--- config.mk ---
export PLATFORM = sky130hd
export DESIGN_NAME = link_transceiver
export DESIGN_NICKNAME = d
export VERILOG_FILES = /design/src/rtl/link_transceiver.sv
export SDC_FILE = /design/constraint.sdc
export NUM_CORES = 1
export LEC_CHECK = 0
export ABC_CLOCK_PERIOD_IN_PS = 1900
export BUFFER_PORTS_ARGS = -buffer_cell sky130_fd_sc_hd__buf_2
export CAP_MARGIN = 25
export CORE_UTILIZATION = 25
export DETAILED_ROUTE_END_ITERATION = 10
export SLEW_MARGIN = 0
export SYNTH_ARGS = -nofsm -noshare
export SYNTH_HDL_FRONTEND = slang
export SYNTH_SLANG_ARGS = --single-unit
--- constraint.sdc ---
create_clock -name clk -period 1.9 [get_ports clk]
set_input_delay 0 -clock clk [delete_from_list [all_inputs] [get_ports clk]]
set_output_delay 0 -clock clk [all_outputs]
set_load 0.05 [all_outputs]
--- src/rtl/link_transceiver.sv ---
`default_nettype none
// ============================================================================
// Module      : link_transceiver
// Description : Framed serial message link (CONNECT/START/FINISH) between two
//               boards, full duplex. Optional even parity via LINK_PARITY_EN.
// Revision    : 1.0 - initial release
// ============================================================================
module link_transceiver #(
    parameter int CLKS_PER_BIT = 100
) (
    input  logic clk,
    input  logic reset,
    input  logic send_connect,
    input  logic send_start,
    input  logic send_game_finish,
    input  logic rx,
    output logic tx,
    output logic receive_connect,
    output logic receive_start,
    output logic receive_game_finish,
    output logic tx_busy,
    output logic rx_error
);

    localparam int C_CW = $clog2(CLKS_PER_BIT);
    localparam logic [C_CW-1:0] C_BIT_LAST  = C_CW'(CLKS_PER_BIT - 1);
    localparam logic [C_CW-1:0] C_HALF_LAST = C_CW'(CLKS_PER_BIT / 2 - 1);
`ifdef LINK_PARITY_EN
    localparam int C_FRAME_BITS = 11;
`else
    localparam int C_FRAME_BITS = 10;
`endif
    localparam int          C_PAYLOAD   = C_FRAME_BITS - 1;
    localparam logic [3:0]  C_TX_LAST   = 4'(C_FRAME_BITS - 1);
    localparam logic [7:0]  C_CONNECT   = 8'hA1;
    localparam logic [7:0]  C_START     = 8'hA2;
    localparam logic [7:0]  C_FINISH    = 8'hA3;

    typedef enum logic [0:0] {TX_IDLE, TX_SHIFT} tx_state_t;
    typedef enum logic [2:0] {
        RX_IDLE,
        RX_START,
        RX_DATA,
`ifdef LINK_PARITY_EN
        RX_PARITY,
`endif
        RX_STOP,
        RX_BREAK
    } rx_state_t;

    // ---------------- transmit path ----------------
    tx_state_t              tx_state_q, tx_state_d;
    logic [2:0]             send_prev_q, send_prev_d;
    logic [2:0]             pending_q, pending_d;
    logic [C_CW-1:0]        tx_cnt_q, tx_cnt_d;
    logic [3:0]             tx_bit_q, tx_bit_d;
    logic [C_PAYLOAD-1:0]   tx_shift_q, tx_shift_d;
    logic                   tx_q, tx_d;
    logic                   tx_busy_q, tx_busy_d;
    logic [2:0]             w_send, w_rise, w_load_mask;
    logic [7:0]             w_tx_byte;

    assign w_send = {send_game_finish, send_start, send_connect};
    assign w_rise = w_send & ~send_prev_q;

    always_comb begin
        tx_state_d  = tx_state_q;
        tx_cnt_d    = tx_cnt_q;
        tx_bit_d    = tx_bit_q;
        tx_shift_d  = tx_shift_q;
        tx_d        = tx_q;
        tx_busy_d   = tx_busy_q;
        w_load_mask = 3'b000;
        w_tx_byte   = C_CONNECT;
        send_prev_d = w_send;

        case (tx_state_q)
            TX_IDLE: begin
                tx_d      = 1'b1;
                tx_busy_d = 1'b0;
                if (|pending_q) begin
                    if (pending_q[0]) begin
                        w_load_mask = 3'b001;
                        w_tx_byte   = C_CONNECT;
                    end else if (pending_q[1]) begin
                        w_load_mask = 3'b010;
                        w_tx_byte   = C_START;
                    end else begin
                        w_load_mask = 3'b100;
                        w_tx_byte   = C_FINISH;
                    end
                    tx_state_d = TX_SHIFT;
                    tx_d       = 1'b0;
                    tx_busy_d  = 1'b1;
                    tx_cnt_d   = '0;
                    tx_bit_d   = '0;
`ifdef LINK_PARITY_EN
                    tx_shift_d = {1'b1, ^w_tx_byte, w_tx_byte};
`else
                    tx_shift_d = {1'b1, w_tx_byte};
`endif
                end
            end
            TX_SHIFT: begin
                if (tx_cnt_q == C_BIT_LAST) begin
                    tx_cnt_d = '0;
                    if (tx_bit_q == C_TX_LAST) begin
                        // Busy stays up across the one-cycle turnaround when more is queued
                        tx_state_d = TX_IDLE;
                        tx_d       = 1'b1;
                        tx_busy_d  = |(pending_q | w_rise);
                    end else begin
                        tx_d       = tx_shift_q[0];
                        tx_shift_d = {1'b1, tx_shift_q[C_PAYLOAD-1:1]};
                        tx_bit_d   = tx_bit_q + 4'd1;
                    end
                end else begin
                    tx_cnt_d = tx_cnt_q + 1'b1;
                end
            end
            default: tx_state_d = TX_IDLE;
        endcase

        pending_d = (pending_q & ~w_load_mask) | w_rise;
    end

    always_ff @(posedge clk) begin
        if (reset) begin
            tx_state_q  <= TX_IDLE;
            send_prev_q <= '0;
            pending_q   <= '0;
            tx_cnt_q    <= '0;
            tx_bit_q    <= '0;
            tx_shift_q  <= '1;
            tx_q        <= 1'b1;
            tx_busy_q   <= 1'b0;
        end else begin
            tx_state_q  <= tx_state_d;
            send_prev_q <= send_prev_d;
            pending_q   <= pending_d;
            tx_cnt_q    <= tx_cnt_d;
            tx_bit_q    <= tx_bit_d;
            tx_shift_q  <= tx_shift_d;
            tx_q        <= tx_d;
            tx_busy_q   <= tx_busy_d;
        end
    end

    assign tx      = tx_q;
    assign tx_busy = tx_busy_q;

    // ---------------- receive path ----------------
    rx_state_t          rx_state_q, rx_state_d;
    logic               rx_meta_q, rx_sync_q;
    logic [C_CW-1:0]    rx_cnt_q, rx_cnt_d;
    logic [2:0]         rx_bit_q, rx_bit_d;
    logic [7:0]         rx_data_q, rx_data_d;
    logic [2:0]         recv_q, recv_d;
    logic               rx_err_q, rx_err_d;
    logic               w_par_ok;
`ifdef LINK_PARITY_EN
    logic               rx_par_q, rx_par_d;
    assign w_par_ok = (rx_par_q == ^rx_data_q);
`else
    assign w_par_ok = 1'b1;
`endif

    always_comb begin
        rx_state_d = rx_state_q;
        rx_cnt_d   = rx_cnt_q;
        rx_bit_d   = rx_bit_q;
        rx_data_d  = rx_data_q;
        recv_d     = 3'b000;
        rx_err_d   = 1'b0;
`ifdef LINK_PARITY_EN
        rx_par_d   = rx_par_q;
`endif
        case (rx_state_q)
            RX_IDLE: begin
                if (!rx_sync_q) begin
                    rx_state_d = RX_START;
                    rx_cnt_d   = '0;
                    rx_bit_d   = '0;
                end
            end
            RX_START: begin
                if (rx_cnt_q == C_HALF_LAST) begin
                    rx_cnt_d   = '0;
                    rx_state_d = rx_sync_q ? RX_IDLE : RX_DATA;
                end else begin
                    rx_cnt_d = rx_cnt_q + 1'b1;
                end
            end
            RX_DATA: begin
                if (rx_cnt_q == C_BIT_LAST) begin
                    rx_cnt_d  = '0;
                    rx_data_d = {rx_sync_q, rx_data_q[7:1]};
                    rx_bit_d  = rx_bit_q + 3'd1;
                    if (rx_bit_q == 3'd7) begin
`ifdef LINK_PARITY_EN
                        rx_state_d = RX_PARITY;
`else
                        rx_state_d = RX_STOP;
`endif
                    end
                end else begin
                    rx_cnt_d = rx_cnt_q + 1'b1;
                end
            end
`ifdef LINK_PARITY_EN
            RX_PARITY: begin
                if (rx_cnt_q == C_BIT_LAST) begin
                    rx_cnt_d   = '0;
                    rx_par_d   = rx_sync_q;
                    rx_state_d = RX_STOP;
                end else begin
                    rx_cnt_d = rx_cnt_q + 1'b1;
                end
            end
`endif
            RX_STOP: begin
                if (rx_cnt_q == C_BIT_LAST) begin
                    rx_cnt_d   = '0;
                    rx_state_d = RX_IDLE;
                    if (!rx_sync_q) begin
                        rx_err_d   = 1'b1;
                        rx_state_d = RX_BREAK;
                    end else if (w_par_ok && rx_data_q == C_CONNECT) begin
                        recv_d = 3'b001;
                    end else if (w_par_ok && rx_data_q == C_START) begin
                        recv_d = 3'b010;
                    end else if (w_par_ok && rx_data_q == C_FINISH) begin
                        recv_d = 3'b100;
                    end else begin
                        rx_err_d = 1'b1;
                    end
                end else begin
                    rx_cnt_d = rx_cnt_q + 1'b1;
                end
            end
            RX_BREAK: begin
                if (rx_sync_q) rx_state_d = RX_IDLE;
            end
            default: rx_state_d = RX_IDLE;
        endcase
    end

    always_ff @(posedge clk) begin
        if (reset) begin
            rx_state_q <= RX_IDLE;
            rx_meta_q  <= 1'b1;
            rx_sync_q  <= 1'b1;
            rx_cnt_q   <= '0;
            rx_bit_q   <= '0;
            rx_data_q  <= '0;
            recv_q     <= '0;
            rx_err_q   <= 1'b0;
`ifdef LINK_PARITY_EN
            rx_par_q   <= 1'b0;
`endif
        end else begin
            rx_state_q <= rx_state_d;
            rx_meta_q  <= rx;
            rx_sync_q  <= rx_meta_q;
            rx_cnt_q   <= rx_cnt_d;
            rx_bit_q   <= rx_bit_d;
            rx_data_q  <= rx_data_d;
            recv_q     <= recv_d;
            rx_err_q   <= rx_err_d;
`ifdef LINK_PARITY_EN
            rx_par_q   <= rx_par_d;
`endif
        end
    end

    assign receive_connect     = recv_q[0];
    assign receive_start       = recv_q[1];
    assign receive_game_finish = recv_q[2];
    assign rx_error            = rx_err_q;

endmodule
`default_nettype wire

==> run summary <==
Run status -> completed
Final worst setup slack -> 0.1684 ns
Hold WS -> 0.1066 ns
Total count of hold-check failures in the final report -> 0
Vertical die dimension -> 101.9 um
Post-synthesis cell area -> 2497 um^2
Setup slack on the worst flop-to-flop path -> 0.17 ns
Length of the first detailed-routing pass in iterations -> 4
Initial antenna violation count -> 0
Number of top-level pins -> 12
Number of port buffers -> 11
Required time at the worst-slack endpoint -> 2.17 ns
Largest net degree at the start of global routing -> 28
Worst hold path class -> primary input to flop
X dimension of the die -> 101.9 um
Hold worst-path end -> rx_data_q[3]$_SDFFE_PP0P_
Part of the Yosys area used for sequential elements -> 43.29%
Proportion of synthesized flip-flops having asynchronous set or reset -> 0%
Distinct cell type count of the synthesized netlist -> 62
Total net switching power -> 0.5380 mW
Placed instance count -> 408
Clock skew after layout -> 0.01215 ns
GR Overflow Total -> 0
Adder-Cell Fraction of Synth Area -> 3.507%
Slew Viols, Final -> 0
Net count of the finished layout -> 299
Share of final-layout standard cells stronger than drive strength 1 -> 14.29%
Total vias in the final route -> 2003
Pin slew with the least headroom to its limit -> 0.5337 ns
Filler cells -> 1055
Critical path class -> flop to flop
Share of cell area taken by muxes after synthesis -> 4.058%
Main flop type after synthesis -> sky130_fd_sc_hd__dfxtp_1
Tot GR Track Use -> 9.592%
Drt first-iter violations -> 76
Data arrival, critical path -> 2.00 ns
Area growth from synthesis to layout -> 13.78%
Combinational fraction of design power -> 9.6%
Setup repair after global routing missed its margin -> false
Final HPWL from detailed placement -> 3186 um
FF-to-FF path depth -> 5
Number of buffers added by the clock tree synthesis step -> 5
Routed Antenna Nets -> 0
Critical Path End Type -> flop
Post-Place Setup Slack -> 0.06353 ns
Power Density -> 723.7 nW/um^2
Worst-skew pair later-pin latency -> 0.32 ns
Cell area after layout -> 2841 um^2
Startpoint of the lowest-slack register-to-register path -> rx_cnt_q[0]$_SDFFE_PP0P_
Clock Tree Root -> sky130_fd_sc_hd__clkbuf_8
Via-to-Cell Ratio -> 4.769
Standard-cell rows -> 36
Net count after synthesis -> 285
Simple-Gate Fraction of Synth Area -> 24.20%
Sequential power share -> 58.1%
Routed wire length -> 4664 um
Deepest level of the CTS H-tree -> 2
Number of register bits inferred by synthesis -> 54
Part of the total power dissipated in the clock network -> 32.3%
Gate count after technology mapping -> 272
Full die area -> 10390 um^2
Peak supply drop -> 0.2957 mV
Clock tree from TritonCTS -> yes
Max-cap check violation count -> 0
Via count of the first global-routing pass -> 1811
Total DRC errors in the routed layout -> 0
Total setup violations reported at the end of the flow -> 0
Period minus WS final -> 1.732 ns
Synth Area in Compound Gates -> 19.89%
Post-synthesis xor/xnor area fraction -> 0.3507%
Mean Syn Cell Area -> 9.182 um^2
Endpoint of the worst register-to-register path -> recv_q[0]$_SDFF_PP0_
Max Root-Sink Buffers -> 2
Synth warn -> 0
Clock tree sinks -> 54
Beginning of the worst hold path -> reset
Final Non-Filler Cells -> 420
Switching share of power -> 26.16%
Hold Path Cell Cnt -> 2
Global placer's final weighted congestion -> 0.7293
Global-route wire length before repair -> 7955 um
Largest family of logic cells by synthesized area -> simple AND/OR/NAND/NOR gates
Critical Path Start Type -> flop
Multi-input combinational cell area -> 1306 um^2
Overall Power -> 2.056 mW
Worst-case headroom to the max-slew limit -> 64.34%
Most frequent cells in the layout -> sky130_fd_sc_hd__dfxtp_1 (54), sky130_fd_sc_hd__nor2_1 (24), sky130_fd_sc_hd__a21oi_1 (17)
Area used by sequential logic in the layout -> 1081 um^2
Int Pwr -> 1.518 mW
Number of post-CTS setup repair buffers -> 0
Total Negative Setup Slacks -> 0 ns
Post-Place Cell Area -> 2703 um^2
Most common cell after layout, fill and taps aside -> sky130_fd_sc_hd__dfxtp_1
Area of the core -> 9729 um^2
Clock transition at path regs -> 0.10 ns
Final Core Density -> 29.21%
N_diodes -> 0
Top achievable clock speed -> 577.5 MHz
WL/cell -> 11.10 um
Final period utilization -> 91.14%
Leak Pwr -> 1.110 nW
Starting density of the core -> 25.67%
Maximum net fanout on the critical path -> 6
Post-synth EDFFs -> 0
[layer usage]
metal / global-route usage [%] / up-vias / wire (um)
met5: 0 / - / 0
met4: 4.945 / 0 / 99
met3: 1.642 / 8 / 118
met2: 16.11 / 28 / 2116
met1: 11.81 / 943 / 2328
li1: - / 1024 / -
[critical path, stage by stage, from the launching register on]
cell	delay [ns]
sky130_fd_sc_hd__dfxtp_1	0.41
sky130_fd_sc_hd__ha_1	0.23
sky130_fd_sc_hd__and4b_2	0.34
sky130_fd_sc_hd__nand4_1	0.19
sky130_fd_sc_hd__nor4_2	0.32
sky130_fd_sc_hd__and3b_1	0.20
[cell type report]
cell class	count	area share, %
clock buffers	5	2.422
repair buffers	23	5.460
well taps	133	5.856
flip-flops and latches	54	38.04
inverters	11	1.453
clock inverters	3	0.7926
multi-input cells	191	45.97
[sequential cells by signal, indices dropped and copies added (netlist names)]
signal       count
pending_q        3
recv_q           3
rx_bit_q         3
rx_cnt_q         7
rx_data_q        8
rx_error         1
rx_meta_q        1
rx_state_q       3
rx_sync_q        1
send_prev_q      3
tx               1
tx_bit_q         4
tx_busy          1
tx_cnt_q         7
tx_shift_q       7
tx_state_q       1
[worst max-delay path by stage]
stage	startpoint	endpoint	slack, ns	cells after the start
CTS	rx_cnt_q[0]$_SDFFE_PP0P_	recv_q[0]$_SDFF_PP0_	0.05	5
detailed placement	rx_cnt_q[0]$_SDFFE_PP0P_	recv_q[0]$_SDFF_PP0_	0.06	5
global placement	rx_cnt_q[0]$_SDFFE_PP0P_	recv_q[2]$_SDFF_PP0_	0.16	5
finish	rx_cnt_q[0]$_SDFFE_PP0P_	recv_q[0]$_SDFF_PP0_	0.17	5
floorplan	rx_cnt_q[0]$_SDFFE_PP0P_	rx_bit_q[0]$_SDFFE_PP0P_	0.24	7
global route	rx_cnt_q[0]$_SDFFE_PP0P_	recv_q[0]$_SDFF_PP0_	0.03	5
[Yosys cell counts, types with 3 or more instances]
| library cell | number | area share [%] |
|---|---|---|
| sky130_fd_sc_hd__nor2b_1 | 7 | 1.8 |
| sky130_fd_sc_hd__and3_1 | 6 | 1.5 |
| sky130_fd_sc_hd__nand2b_1 | 8 | 2.0 |
| sky130_fd_sc_hd__ha_1 | 7 | 3.5 |
| sky130_fd_sc_hd__nor4_1 | 5 | 1.3 |
| sky130_fd_sc_hd__or2_2 | 3 | 0.75 |
| sky130_fd_sc_hd__a21oi_1 | 17 | 3.4 |
| sky130_fd_sc_hd__buf_2 | 7 | 1.4 |
| sky130_fd_sc_hd__nand4_1 | 3 | 0.75 |
| sky130_fd_sc_hd__nand2_1 | 13 | 2.0 |
| sky130_fd_sc_hd__nor2_1 | 24 | 3.6 |
| sky130_fd_sc_hd__o311ai_1 | 4 | 1.4 |
| sky130_fd_sc_hd__or3_1 | 4 | 1.0 |
| sky130_fd_sc_hd__a311oi_1 | 4 | 1.4 |
| sky130_fd_sc_hd__a211o_1 | 3 | 1.1 |
| sky130_fd_sc_hd__mux2i_1 | 9 | 3.6 |
| sky130_fd_sc_hd__dfxtp_1 | 54 | 43 |
| sky130_fd_sc_hd__o211ai_1 | 3 | 0.90 |
| sky130_fd_sc_hd__nor3_1 | 4 | 0.80 |
| sky130_fd_sc_hd__inv_1 | 11 | 1.7 |
| sky130_fd_sc_hd__nand3_1 | 9 | 1.8 |
| sky130_fd_sc_hd__o21ai_0 | 10 | 2.0 |
| sky130_fd_sc_hd__clkbuf_1 | 6 | 0.90 |
[power by group through the flow]
stage	combinational (mW)	clock [mW]	sequential, mW
floorplan	0.130	0	1.23
CTS	0.198	0.699	1.20
global route	0.219	0.747	1.20
global placement	0.188	0	1.22
detailed placement	0.191	0	1.22
finish	0.197	0.664	1.19
[logic make-up after synthesis]
logic type / Yosys count
XOR/XNOR: 1
AND/OR/NAND/NOR: 105
multiplexers: 10
AO/OA/AOI/OAI: 68
flip-flops: 54
adder cells (fa/ha/maj): 7
buffers and inverters: 27
[repair_timing]
item                                    in CTS  in global routing
gates resized for setup                      0                  2
hold buffers                                 4                  0
endpoints found under the setup margin       0                  3
endpoints found under the hold margin        6                  0
Note: power is estimated with default switching activity, not from simulation.
